--- config.mk ---
export PLATFORM = sky130hd
export DESIGN_NAME = calc_ctrl
export DESIGN_NICKNAME = d
export VERILOG_FILES = /design/src/rtl/calc_ctrl.sv
export SDC_FILE = /design/constraint.sdc
export NUM_CORES = 1
export LEC_CHECK = 0
export BUFFER_PORTS_ARGS = -buffer_cell sky130_fd_sc_hd__clkbuf_2
export CORE_MARGIN = 2
export CORE_UTILIZATION = 55
export DETAILED_ROUTE_END_ITERATION = 12
export PLACE_DENSITY = 0.76
export SLEW_MARGIN = 20
export SYNTH_ARGS = -nofsm -noshare
export SYNTH_HDL_FRONTEND = slang
export SYNTH_SLANG_ARGS = --single-unit
--- constraint.sdc ---
create_clock -name clk -period 12.3 [get_ports clk]
set_input_delay 1.23 -clock clk [delete_from_list [all_inputs] [get_ports clk]]
set_output_delay 1.23 -clock clk [all_outputs]
set_load 0.005 [all_outputs]
--- src/rtl/calc_ctrl.sv ---
// calc_ctrl: keypad calculator sequencer. Debounces key events, runs the
// operand/operator/result FSM and registers the value shown on the display.
module calc_ctrl #(
  parameter int unsigned DEB = 2
) (
  input  logic       clk,
  input  logic       rst,
  input  logic       press,
  input  logic [3:0] scan_code,
  output logic [7:0] disp_val,
  output logic       err,
  output logic [1:0] op_sel,
  output logic [2:0] state,
  output logic       key_ack
);

  typedef enum logic [2:0] {
    StOpa = 3'd0,
    StOp  = 3'd1,
    StOpb = 3'd2,
    StRes = 3'd3,
    StErr = 3'd4
  } state_e;

  localparam logic [3:0] KeyClr   = 4'hD;
  localparam logic [3:0] KeyEq    = 4'hE;
  localparam logic [3:0] KeyClrE  = 4'hF;
  localparam logic [1:0] OpNone   = 2'd3;

  logic [3:0] r_cnt;
  logic       r_armed;
  state_e     r_state;
  logic [7:0] r_a;
  logic [7:0] r_b;
  logic [1:0] r_op;
  logic [7:0] r_disp;
  logic       r_err;
  logic       r_ack;

  logic        w_cnt_hit;
  logic        w_evt;
  logic        w_is_dig;
  logic        w_is_op;
  logic [1:0]  w_key_op;
  logic [11:0] w_app_a;
  logic [11:0] w_app_b;
  logic [8:0]  w_sum;
  logic [15:0] w_prod;
  logic [7:0]  w_f_res;
  logic        w_f_err;
  state_e      w_state_n;
  logic [7:0]  w_a_n;
  logic [7:0]  w_b_n;
  logic [1:0]  w_op_n;

  // The counter reaching DEB-1 means this sample is the DEB-th in a row.
  assign w_cnt_hit = (r_cnt == 4'(DEB - 1));
  assign w_evt     = r_armed & press & w_cnt_hit;

  assign w_is_dig  = (scan_code <= 4'd9);
  assign w_is_op   = (scan_code >= 4'hA) && (scan_code <= 4'hC);
  assign w_key_op  = 2'(scan_code - 4'hA);

  // 12 bits covers 255*10+9 without wrap.
  assign w_app_a   = 12'(r_a) * 12'd10 + 12'(scan_code);
  assign w_app_b   = 12'(r_b) * 12'd10 + 12'(scan_code);
  assign w_sum     = {1'b0, r_a} + {1'b0, r_b};
  assign w_prod    = 16'(r_a) * 16'(r_b);

  // Binary operation result and its overflow/underflow flag.
  always_comb begin
    w_f_res = r_a;
    w_f_err = 1'b0;
    unique case (r_op)
      2'd0: begin
        w_f_res = w_sum[7:0];
        w_f_err = w_sum[8];
      end
      2'd1: begin
        w_f_res = r_a - r_b;
        w_f_err = (r_b > r_a);
      end
      2'd2: begin
        w_f_res = w_prod[7:0];
        w_f_err = (w_prod > 16'd255);
      end
      default: begin
        w_f_res = r_a;
        w_f_err = 1'b0;
      end
    endcase
  end

  // Next FSM state and operand registers for an accepted key.
  always_comb begin
    w_state_n = r_state;
    w_a_n     = r_a;
    w_b_n     = r_b;
    w_op_n    = r_op;
    if (w_evt) begin
      if (scan_code == KeyClr) begin
        w_state_n = StOpa;
        w_a_n     = 8'd0;
        w_b_n     = 8'd0;
        w_op_n    = OpNone;
      end else begin
        case (r_state)
          StOpa: begin
            if (w_is_dig) begin
              if (w_app_a <= 12'd255) w_a_n = w_app_a[7:0];
            end else if (w_is_op) begin
              w_op_n    = w_key_op;
              w_state_n = StOp;
            end else if (scan_code == KeyClrE) begin
              w_a_n = 8'd0;
            end
          end
          StOp: begin
            if (w_is_dig) begin
              w_b_n     = 8'(scan_code);
              w_state_n = StOpb;
            end else if (w_is_op) begin
              w_op_n = w_key_op;
            end
          end
          StOpb: begin
            if (w_is_dig) begin
              if (w_app_b <= 12'd255) w_b_n = w_app_b[7:0];
            end else if (scan_code == KeyClrE) begin
              w_b_n = 8'd0;
            end else if (w_f_err) begin
              // Equals or a chained operator that overflows.
              w_state_n = StErr;
              w_a_n     = 8'd0;
              w_b_n     = 8'd0;
              w_op_n    = OpNone;
            end else if (scan_code == KeyEq) begin
              w_a_n     = w_f_res;
              w_op_n    = OpNone;
              w_state_n = StRes;
            end else begin
              w_a_n     = w_f_res;
              w_op_n    = w_key_op;
              w_state_n = StOp;
            end
          end
          StRes: begin
            if (w_is_dig) begin
              w_a_n     = 8'(scan_code);
              w_state_n = StOpa;
            end else if (w_is_op) begin
              w_op_n    = w_key_op;
              w_state_n = StOp;
            end else if (scan_code == KeyClrE) begin
              w_a_n     = 8'd0;
              w_state_n = StOpa;
            end
          end
          default: ;
        endcase
      end
    end
  end

  // Debounce, FSM and registered outputs.
  always_ff @(posedge clk) begin
    if (!rst) begin
      r_cnt   <= 4'd0;
      r_armed <= 1'b1;
      r_state <= StOpa;
      r_a     <= 8'd0;
      r_b     <= 8'd0;
      r_op    <= OpNone;
      r_disp  <= 8'd0;
      r_err   <= 1'b0;
      r_ack   <= 1'b0;
    end else begin
      if (r_armed) begin
        if (!press) begin
          r_cnt <= 4'd0;
        end else if (w_cnt_hit) begin
          r_cnt   <= 4'd0;
          r_armed <= 1'b0;
        end else begin
          r_cnt <= r_cnt + 4'd1;
        end
      end else begin
        if (press) begin
          r_cnt <= 4'd0;
        end else if (w_cnt_hit) begin
          r_cnt   <= 4'd0;
          r_armed <= 1'b1;
        end else begin
          r_cnt <= r_cnt + 4'd1;
        end
      end
      r_ack   <= w_evt;
      r_state <= w_state_n;
      r_a     <= w_a_n;
      r_b     <= w_b_n;
      r_op    <= w_op_n;
      r_err   <= (w_state_n == StErr);
      if (w_state_n == StOpb)      r_disp <= w_b_n;
      else if (w_state_n == StErr) r_disp <= 8'd0;
      else                         r_disp <= w_a_n;
    end
  end

  assign disp_val = r_disp;
  assign err      = r_err;
  assign op_sel   = r_op;
  assign state    = r_state;
  assign key_ack  = r_ack;

endmodule

==> flow_summary.ini, run 1 <==
[run_status]
run_status = completed

[run]
max_cap_violations = 0

[critical_path]
worstSetupStartpointType = flop
critical_path.n_buffers_inverters = 3
ff2ff_setup_slack_ns = 6.16
cp_slowest_cell = sky130_fd_sc_hd__dfxtp_1
worst_setup_path_type = flop to flop
timing.rr.end = disp_val[5]$_SDFF_PN0_
crit_top_cell = sky130_fd_sc_hd__fa_1
rr_startpoint = r_a[1]$_SDFF_PN0_
r2r.worst_path.cells = 19
timing.critical_path.fanout_max = 18
crit_chain = nand2_1, fa_1, fa_1, inv_1, fa_1, inv_1, fa_1, inv_1, ha_1, o21ai_0, nor2_2, nor4b_1, a211o_1, nor4_2, a31oi_1, nor3_2, a32oi_1, a2bb2oi_1, o32ai_2
timing.critical_path.arrival_ns = 6.34
max_stage_delay_ns = 0.83
timing.critical_path.max_delay_family = adder cells
required_ns = 12.50
end_kind = flop

[floorplan]
die-width_um = 109
die_area_um2 = 12000
floorplan.die.height_um = 109
start_util = 0.564
core_region_area_um2 = 10800
rows = 38
io_pins = 22

[clock_tree]
worst_setup_hold_path_clk_slew_ns = 0.07
tritoncts = built
clock_sink_count = 36
worstSkewPairLatency_ns = 0.29
ctsResizeCount = 0
clock_tree.buffer_depth = 2
cts_root_buf = sky130_fd_sc_hd__clkbuf_8
htree_num_levels = 2
postCtsHoldBufs = 0
post_cts_buffers = 0
cts_inserted_buffers = 5

[drt]
vias = 5769
drt_drc_violations_left = 0
drt_pass1_iterations = 5
routed_wire_length_per_instance_um = 18.7
final_antenna_net_count = 0
drt_iter0_drc = 629
vias_per_cell = 6.33
postRouteWirelength_um = 17000

[final_layout]
final_net_count = 904
antenna-diode-count = 0
num-fill-cells = 962
final_layout_size_suffix_gt1_frac = 0.0713
areaGrowthSynthToFinish_pct = 4.69
finish.utilization = 0.590

[logic_synthesis]
synth_cells = 765
synth_most_common_cell = sky130_fd_sc_hd__inv_1
async_reset_ff_frac = 0
synth_top_family_by_area = adder cells
yosys-top-cells-count = sky130_fd_sc_hd__inv_1 (88), sky130_fd_sc_hd__ha_1 (84), sky130_fd_sc_hd__nand2_1 (62), sky130_fd_sc_hd__nor2_1 (58), sky130_fd_sc_hd__o21ai_0 (44)
synth_mux_area_frac = 0.0180
ys.flop_type = sky130_fd_sc_hd__dfxtp_1
ys_seq_elements = 36
synth_cell_type_count = 75
synth_compound_area_frac = 0.230
number_of_enable_type_register_cells_in_the_synthesized_netlist = 0
syn_nets = 898
area_share_of_xor_xnor_cells_in_the_synthesized_design = 0.0416
postSynthAreaPerCell_um2 = 7.99
netlist_top_cells_area = sky130_fd_sc_hd__ha_1 (17%), sky130_fd_sc_hd__fa_1 (14%), sky130_fd_sc_hd__dfxtp_1 (12%), sky130_fd_sc_hd__inv_1 (5.4%), sky130_fd_sc_hd__and2_1 (4.0%)
synth.cell_area_um2 = 6110
synth.largest_area_cell = sky130_fd_sc_hd__ha_1
yosys_warnings = 0
share_of_the_synthesized_area_in_the_top_cell_type = 0.172
post_synthesis_simple_gate_area_fraction = 0.214
synth_seq_area_share = 0.118
adder_and_majority_gate_portion_of_the_synthesized_area = 0.310

[power]
post-layout-total-power_uw = 301
ir_worst_vdd_mv = 0.0759
powerDensity_nw_per_um2 = 47.1
p_leak_uw = 0.00308

[timing]
timing_hold_violations_final = 0
max_freq_ghz = 0.163
fin_tns_setup_ns = 0
slew_viol_final = 0
fin_ws_ns = 6.16
final_min_period_over_clock_period = 0.499
hold-worst-slack_ns = 0.466
rsz0062_at_grt = false
tightestPinTransition_ns = 0.906
setup_violations = 0
clock_skew_ns = 0.0109
max-slew-margin-rel = 0.389
timing.final.crit_period_ns = 6.14

[place]
dp_hpwl_um = 13400
place_worst_setup_slack_ns = 6.27
port-buffer-count = 21
finalWeightedCongestion = 1.00

[global_route]
grt_util_all_layers = 0.299
grt_first_pass_wirelength_um = 28300
initial_antenna_violation_count = 0
overflow = 0
grt_pass1_vias = 5663
maximum_number_of_pins_on_one_net_before_global_route_repair = 25

[worst_hold_path]
min_delay_path_depth = 1
hold_end = r_cnt[0]$_SDFF_PN0_
holdCritStartpoint = r_cnt[0]$_SDFF_PN0_
path_class_of_the_lowest_slack_min_delay_path = flop to flop
[per-stage QoR]
stage / area (um2) / cells
final: 6400 / 911
after global routing: 6400 / 911
after CTS: 6400 / 911
after detailed placement: 6320 / 904
after global placement: 6320 / 904
after floorplan: 6110 / 765
[layout by cell type, fill, tap and decap left out, drive strengths merged, types with 12 or more instances in the layout]
| cell type | Yosys | layout |
|---|---|---|
| xnor2 | 15 | 15 |
| o211ai | 12 | 12 |
| xor2 | 14 | 14 |
| nor2b | 17 | 17 |
| nand2 | 62 | 62 |
| fa | 42 | 42 |
| inv | 88 | 88 |
| dfxtp | 36 | 36 |
| nor2 | 60 | 60 |
| o21ai | 49 | 49 |
| a21oi | 43 | 43 |
| nor3 | 13 | 13 |
| ha | 84 | 84 |
| clkbuf | 24 | 27 |
| nand2b | 15 | 15 |
| and2 | 39 | 39 |
[layout make-up]
class	count	area, um2	area share
sequential	36	721	0.113
clock buffer	6	72.6	0.0113
inverter	88	330	0.0516
tap	140	175	0.0274
multi-input combinational	616	4970	0.776
timing repair buffer	24	128	0.0199
clock inverter	1	5.00	0.000782
[metal layers]
layer,vias up,global-route usage,part of all wire
met5,-,0,0
met4,0,0.0823,0.029
met3,56,0.0468,0.076
met2,293,0.492,0.46
met1,2733,0.408,0.43
li1,2687,-,-
[kinds of logic (layout without fill, tap and decap cells)]
group | Yosys count | in the layout
adders and majority gates | 126 | 126
muxes | 8 | 8
buffers and inverters | 113 | 119
and+or+nand+nor | 252 | 252
DFF | 36 | 36
AOI/OAI and AO/OA | 201 | 201
xor gates and xnor gates | 29 | 29
[report_power, final]
| group | internal [uW] | switching (uW) |
|---|---|---|
| logic | 35.5 | 53.6 |
| registers | 121 | 9.65 |
| clock network | 38.5 | 42.8 |
[sequential cells by signal, indices dropped and copies added (netlist names), named ones only]
| signal | flops |
|---|---|
| state | 3 |
| key_ack | 1 |
| r_b | 8 |
| err | 1 |
| r_a | 8 |
| r_cnt | 4 |
| disp_val | 8 |
| op_sel | 2 |
[how the worst max path moves through the flow]
| stage | from | endpoint | slack (ns) | depth (start not counted) |
|---|---|---|---|---|
| 6_report | r_a[1]$_SDFF_PN0_ | disp_val[5]$_SDFF_PN0_ | 6.16 | 19 |
| 5_1_grt | r_a[1]$_SDFF_PN0_ | disp_val[1]$_SDFF_PN0_ | 5.76 | 19 |
| 4_1_cts | r_a[1]$_SDFF_PN0_ | disp_val[3]$_SDFF_PN0_ | 6.27 | 19 |
| 3_5_place_dp | r_a[1]$_SDFF_PN0_ | disp_val[2]$_SDFF_PN0_ | 6.27 | 19 |
| 3_3_place_gp | r_a[1]$_SDFF_PN0_ | disp_val[1]$_SDFF_PN0_ | 6.41 | 19 |
| 2_1_floorplan | r_a[1]$_SDFF_PN0_ | disp_val[2]$_SDFF_PN0_ | 6.85 | 20 |
No activity file was read; power rests on OpenSTA's default activity.
==> inputs of run 2 (changes only) <==
- PLACE_DENSITY: 0.76 -> 0.79
- clock period: 12.3 -> 5.1 ns (I/O delays scaled with it)
==> flow_summary.ini, run 2 (synthesis results as in run 1) <==
[drt]
drt_drc_violations_left = 0
drt_iter0_drc = 581
final_antenna_net_count = 0
vias_per_cell = 6.21
drt_pass1_iterations = 6
postRouteWirelength_um = 18900
routed_wire_length_per_instance_um = 19.2
vias = 6143

[final_layout]
finalNonFillerCells = 989
most-common-layout-cells = sky130_fd_sc_hd__inv_1 (83), sky130_fd_sc_hd__ha_1 (77), sky130_fd_sc_hd__buf_4 (72)
finish.utilization = 0.676
final_layout_size_suffix_gt1_frac = 0.229
antenna-diode-count = 0
layout.cells.most_common = sky130_fd_sc_hd__inv_1
final_net_count = 981
areaGrowthSynthToFinish_pct = 19.9
num-fill-cells = 925
final_area_um2 = 7330

[timing]
slew_viol_final = 0
tightestPinTransition_ns = 0.952
final_min_period_over_clock_period = 1.04
timing_hold_violations_final = 0
max-slew-margin-rel = 0.364
clock_skew_ns = 0.0125
setup_violations = 27
rsz0062_at_grt = true
hold-worst-slack_ns = 0.483
max_freq_ghz = 0.189
fin_ws_ns = -0.197
timing.final.crit_period_ns = 5.30

[critical_path]
crit_chain = buf_6, and2_1, fa_1, fa_1, fa_1, inv_1, fa_1, inv_1, ha_1, a21oi_2, nand2_1, o2111ai_1, mux2_2, a21oi_2, buf_4, a31oi_4, o31a_4, o311ai_4, a22oi_2, a22oi_2
rr_startpoint = r_b[2]$_SDFF_PN0_
r2r.worst_path.cells = 20
timing.critical_path.fanout_max = 7
critical_path.n_buffers_inverters = 4
required_ns = 5.33
timing.critical_path.max_delay_family = adder cells
crit_top_cell = sky130_fd_sc_hd__fa_1
end_kind = flop
setup.worst_path.start = r_b[2]$_SDFF_PN0_
cp_slowest_cell = sky130_fd_sc_hd__fa_1
timing.rr.end = disp_val[2]$_SDFF_PN0_
ff2ff_setup_slack_ns = -0.20
max_stage_delay_ns = 0.50
worstSetupStartpointType = flop
worst_setup_path_type = flop to flop
timing.critical_path.arrival_ns = 5.53

[worst_hold_path]
holdCritStartpoint = r_cnt[0]$_SDFF_PN0_
min_delay_path_depth = 1
path_class_of_the_lowest_slack_min_delay_path = flop to flop
hold_end = r_cnt[0]$_SDFF_PN0_

[run_status]
run_status = finished with violations
violations = setup timing

[floorplan]
die_area_um2 = 12000
io_pins = 22
core_region_area_um2 = 10800
floorplan.die.height_um = 109
die-width_um = 109
rows = 38
start_util = 0.564

[global_route]
initial_antenna_violation_count = 0
maximum_number_of_pins_on_one_net_before_global_route_repair = 25
grt_pass1_vias = 6025
grt_first_pass_wirelength_um = 30300
grt_util_all_layers = 0.326
overflow = 0

[clock_tree]
htree_num_levels = 2
worstSkewPairLatency_ns = 0.30
tritoncts = built
worst_setup_hold_path_clk_slew_ns = 0.08
clock_tree.buffer_depth = 2
cts_root_buf = sky130_fd_sc_hd__clkbuf_8
cts_inserted_buffers = 5
clock_sink_count = 36

[run]
max_cap_violations = 0

[power]
post-layout-total-power_uw = 770
p_leak_uw = 0.00348
powerDensity_nw_per_um2 = 105
ir_worst_vdd_mv = 0.152

[place]
port-buffer-count = 21
dp_hpwl_um = 14900
finalWeightedCongestion = 0.969
numPlacedInstances = 970
area_after_detailed_placement_um2 = 6900
run 2: changes by cell type in the layout (fill, tap and decap cells not counted), moves of 6 or more:
cell / delta
sky130_fd_sc_hd__buf_4: +69
sky130_fd_sc_hd__dfxtp_1: -14
sky130_fd_sc_hd__dfxtp_4: +9
sky130_fd_sc_hd__buf_6: +7
sky130_fd_sc_hd__ha_1: -7
sky130_fd_sc_hd__a21oi_1: -6
sky130_fd_sc_hd__a21oi_2: +6
run 2: metrics by stage:
step                      TNS [ns]  setup WS (ns)
after detailed placement     -6.91         -0.467
after global placement       -4.08         -0.400
after CTS                    -1.04         -0.136
after floorplan           -0.00262       -0.00262
final                        -2.27         -0.197
after global routing         -8.51         -0.388
run 2: final cells by class:
cell class	instances	area (um2)	area share
inverters	88	330	0.0451
repair buffers	101	729	0.0996
clock inverters	1	7.51	0.00102
clock buffers	7	86.3	0.0118
flip-flops and latches	36	761	0.104
multi-input cells	616	5240	0.715
well taps	140	175	0.0239
run 2: worst max-delay path by stage:
stage	endpoint	slack (ns)	cells after the start
after detailed placement	disp_val[4]$_SDFF_PN0_	-0.47	19
final	disp_val[2]$_SDFF_PN0_	-0.20	20
after floorplan	disp_val[2]$_SDFF_PN0_	-0.003	20
after global routing	r_a[3]$_SDFF_PN0_	-0.39	21
after global placement	disp_val[4]$_SDFF_PN0_	-0.40	18
after CTS	disp_val[3]$_SDFF_PN0_	-0.14	20
run 2: where the power goes:
part,leakage [uW],internal (uW),switching [uW],total (uW)
Sequential,0.000301,291,14.7,305
Combinational,0.00314,97.8,148,246
Clock,0.0000445,110,109,218
Total,0.00348,498,272,770
run 2: metal layers:
metal	share of wire	global-route usage	routed length (um)	vias to the layer above
met4	0.053	0.143	1000	0
met2	0.47	0.541	8820	301
met5	0	0	0	-
met1	0.40	0.414	7630	2916
met3	0.078	0.0557	1480	78
li1	-	-	-	2848
run 2: what timing repair did:
item / 4_1_cts / 5_1_grt
resized for setup: 45 / 28
pin swaps: 27 / 9
setup endpoints to repair: 29 / 30
setup buffers: 5 / 7
hold buffers: 0 / 0
==> inputs of run 3 (changes only) <==
--- a/config.mk
+++ b/config.mk
@@ -9,5 +9,5 @@
 export CORE_MARGIN = 2
-export CORE_UTILIZATION = 55
+export CORE_UTILIZATION = 59
 export DETAILED_ROUTE_END_ITERATION = 12
-export PLACE_DENSITY = 0.79
+export PLACE_DENSITY = 0.83
 export SLEW_MARGIN = 20
==> constraint.sdc (replaced) <==
create_clock -name clk -period 5.1 [get_ports clk]
set_input_delay 0.255 -clock clk [delete_from_list [all_inputs] [get_ports clk]]
set_output_delay 0.255 -clock clk [all_outputs]
set_load 0.005 [all_outputs]
==> flow_summary.ini, run 3 (synthesis results as in run 1) <==
[timing]
setup_violations = 29
tightestPinTransition_ns = 0.973
timing.final.crit_period_ns = 5.34
hold-worst-slack_ns = 0.227
fin_tns_setup_ns = -3.41
final_min_period_over_clock_period = 1.05
clock_skew_ns = 0.00580
fin_ws_ns = -0.237
max_freq_ghz = 0.187
timing_hold_violations_final = 0
max-slew-margin-rel = 0.351
rsz0062_at_grt = true
slew_viol_final = 0

[critical_path]
crit_chain = nand2_2, fa_1, fa_1, inv_2, fa_1, inv_1, fa_1, inv_2, ha_4, o211ai_1, o21ai_2, buf_6, nor2_2, a211o_1, nor4_4, buf_4, a31oi_4, or4_4, nand4_1, o211ai_1, o22ai_1
timing.critical_path.fanout_max = 8
worst_setup_path_type = flop to flop
timing.critical_path.arrival_ns = 5.54
max_stage_delay_ns = 0.55
cp_slowest_cell = sky130_fd_sc_hd__fa_1
crit_top_cell = sky130_fd_sc_hd__fa_1
end_kind = flop
critical_path.n_buffers_inverters = 5
required_ns = 5.31
worstSetupStartpointType = flop
timing.critical_path.max_delay_family = adder cells

[final_layout]
areaGrowthSynthToFinish_pct = 22.5
antenna-diode-count = 0
regArea_um2 = 756
final_net_count = 993
most-common-layout-cells = sky130_fd_sc_hd__buf_4 (84), sky130_fd_sc_hd__inv_1 (83), sky130_fd_sc_hd__ha_1 (77)
layout.cells.most_common = sky130_fd_sc_hd__buf_4
num-fill-cells = 778
final_layout_size_suffix_gt1_frac = 0.249
total_area_of_multi_input_combinational_cells_um2 = 5280

[global_route]
maximum_number_of_pins_on_one_net_before_global_route_repair = 27
overflow = 0
grt_util_all_layers = 0.354
grt_pass1_vias = 6371
grt_first_pass_wirelength_um = 31700
initial_antenna_violation_count = 0

[floorplan]
io_pins = 22
start_util = 0.600
die_area_um2 = 11200
die-width_um = 106
floorplan.die.height_um = 106
rows = 37
core_region_area_um2 = 10200

[clock_tree]
worst_setup_hold_path_clk_slew_ns = 0.07
clock_tree.buffer_depth = 2
cts_root_buf = sky130_fd_sc_hd__clkbuf_8
tritoncts = built
cts_inserted_buffers = 5
clock_sink_count = 36
worstSkewPairLatency_ns = 0.29
htree_num_levels = 2

[drt]
final_antenna_net_count = 0
vias_per_cell = 6.35
routed_wire_length_per_instance_um = 20.0
drt_iter0_drc = 536
drt_pass1_iterations = 5
drt_drc_violations_left = 0
postRouteWirelength_um = 19900
vias = 6329

[run]
max_cap_violations = 0

[power]
post-layout-total-power_uw = 848
ir_worst_vdd_mv = 0.206
p_leak_uw = 0.00359
powerDensity_nw_per_um2 = 113

[run_status]
run_status = finished with violations
violations = setup timing

[place]
finalWeightedCongestion = 1.00
port-buffer-count = 21
dp_hpwl_um = 15200

[worst_hold_path]
path_class_of_the_lowest_slack_min_delay_path = input port to flop
==> run 3: per-stage QoR <==
stage	utilization	area (um2)	worst slack, ns	cells
global route	0.735	7490	-0.383	997
CTS	0.717	7300	-0.191	993
detailed placement	0.685	6970	-0.466	976
global placement	0.685	6970	-0.325	976
floorplan	-	6250	-0.00262	765
finish	0.735	7490	-0.237	997
==> run 3: per-layer routing <==
| metal | global-route usage | vias to the layer above | wire length (um) |
|---|---|---|---|
| li1 | - | 2867 | - |
| met1 | 0.422 | 3018 | 7550 |
| met2 | 0.628 | 344 | 9880 |
| met3 | 0.0421 | 100 | 1390 |
| met4 | 0.178 | 0 | 1110 |
| met5 | 0 | - | 0 |
==> run 3: worst paths after layout <==
kind                       start                endpoint  slack [ns]  cells past startpoint
min                        press                    flop        0.23                      2
min reg2reg  r_cnt[0]$_SDFF_PN0_     r_cnt[0]$_SDFF_PN0_        0.48                      1
max            r_b[2]$_SDFF_PN0_  disp_val[3]$_SDFF_PN0_       -0.24                     21
max reg2reg    r_b[2]$_SDFF_PN0_  disp_val[3]$_SDFF_PN0_       -0.24                     21
==> run 3: area by class of cell <==
class                   instances  share of cell area
multi-input cells             616               0.705
flip-flops and latches         36               0.101
inverters                      88              0.0441
well taps                     136              0.0227
clock inverters                 1             0.00401
clock buffers                   7              0.0129
repair buffers                113               0.110
==> run 3: repair_timing <==
action                                  in CTS  in global routing
hold buffers                                 0                  0
gates resized for setup                     42                 34
pin swaps                                   39                  7
endpoints found under the setup margin      30                 30
setup buffers                                9                  4
==> run 3: power by group <==
part           internal (uW)  switching [uW]  leakage [uW]
sequential               291            15.5      0.000300
combinational            110             155       0.00322
clock                    172             104     0.0000645
total                    574             274       0.00359
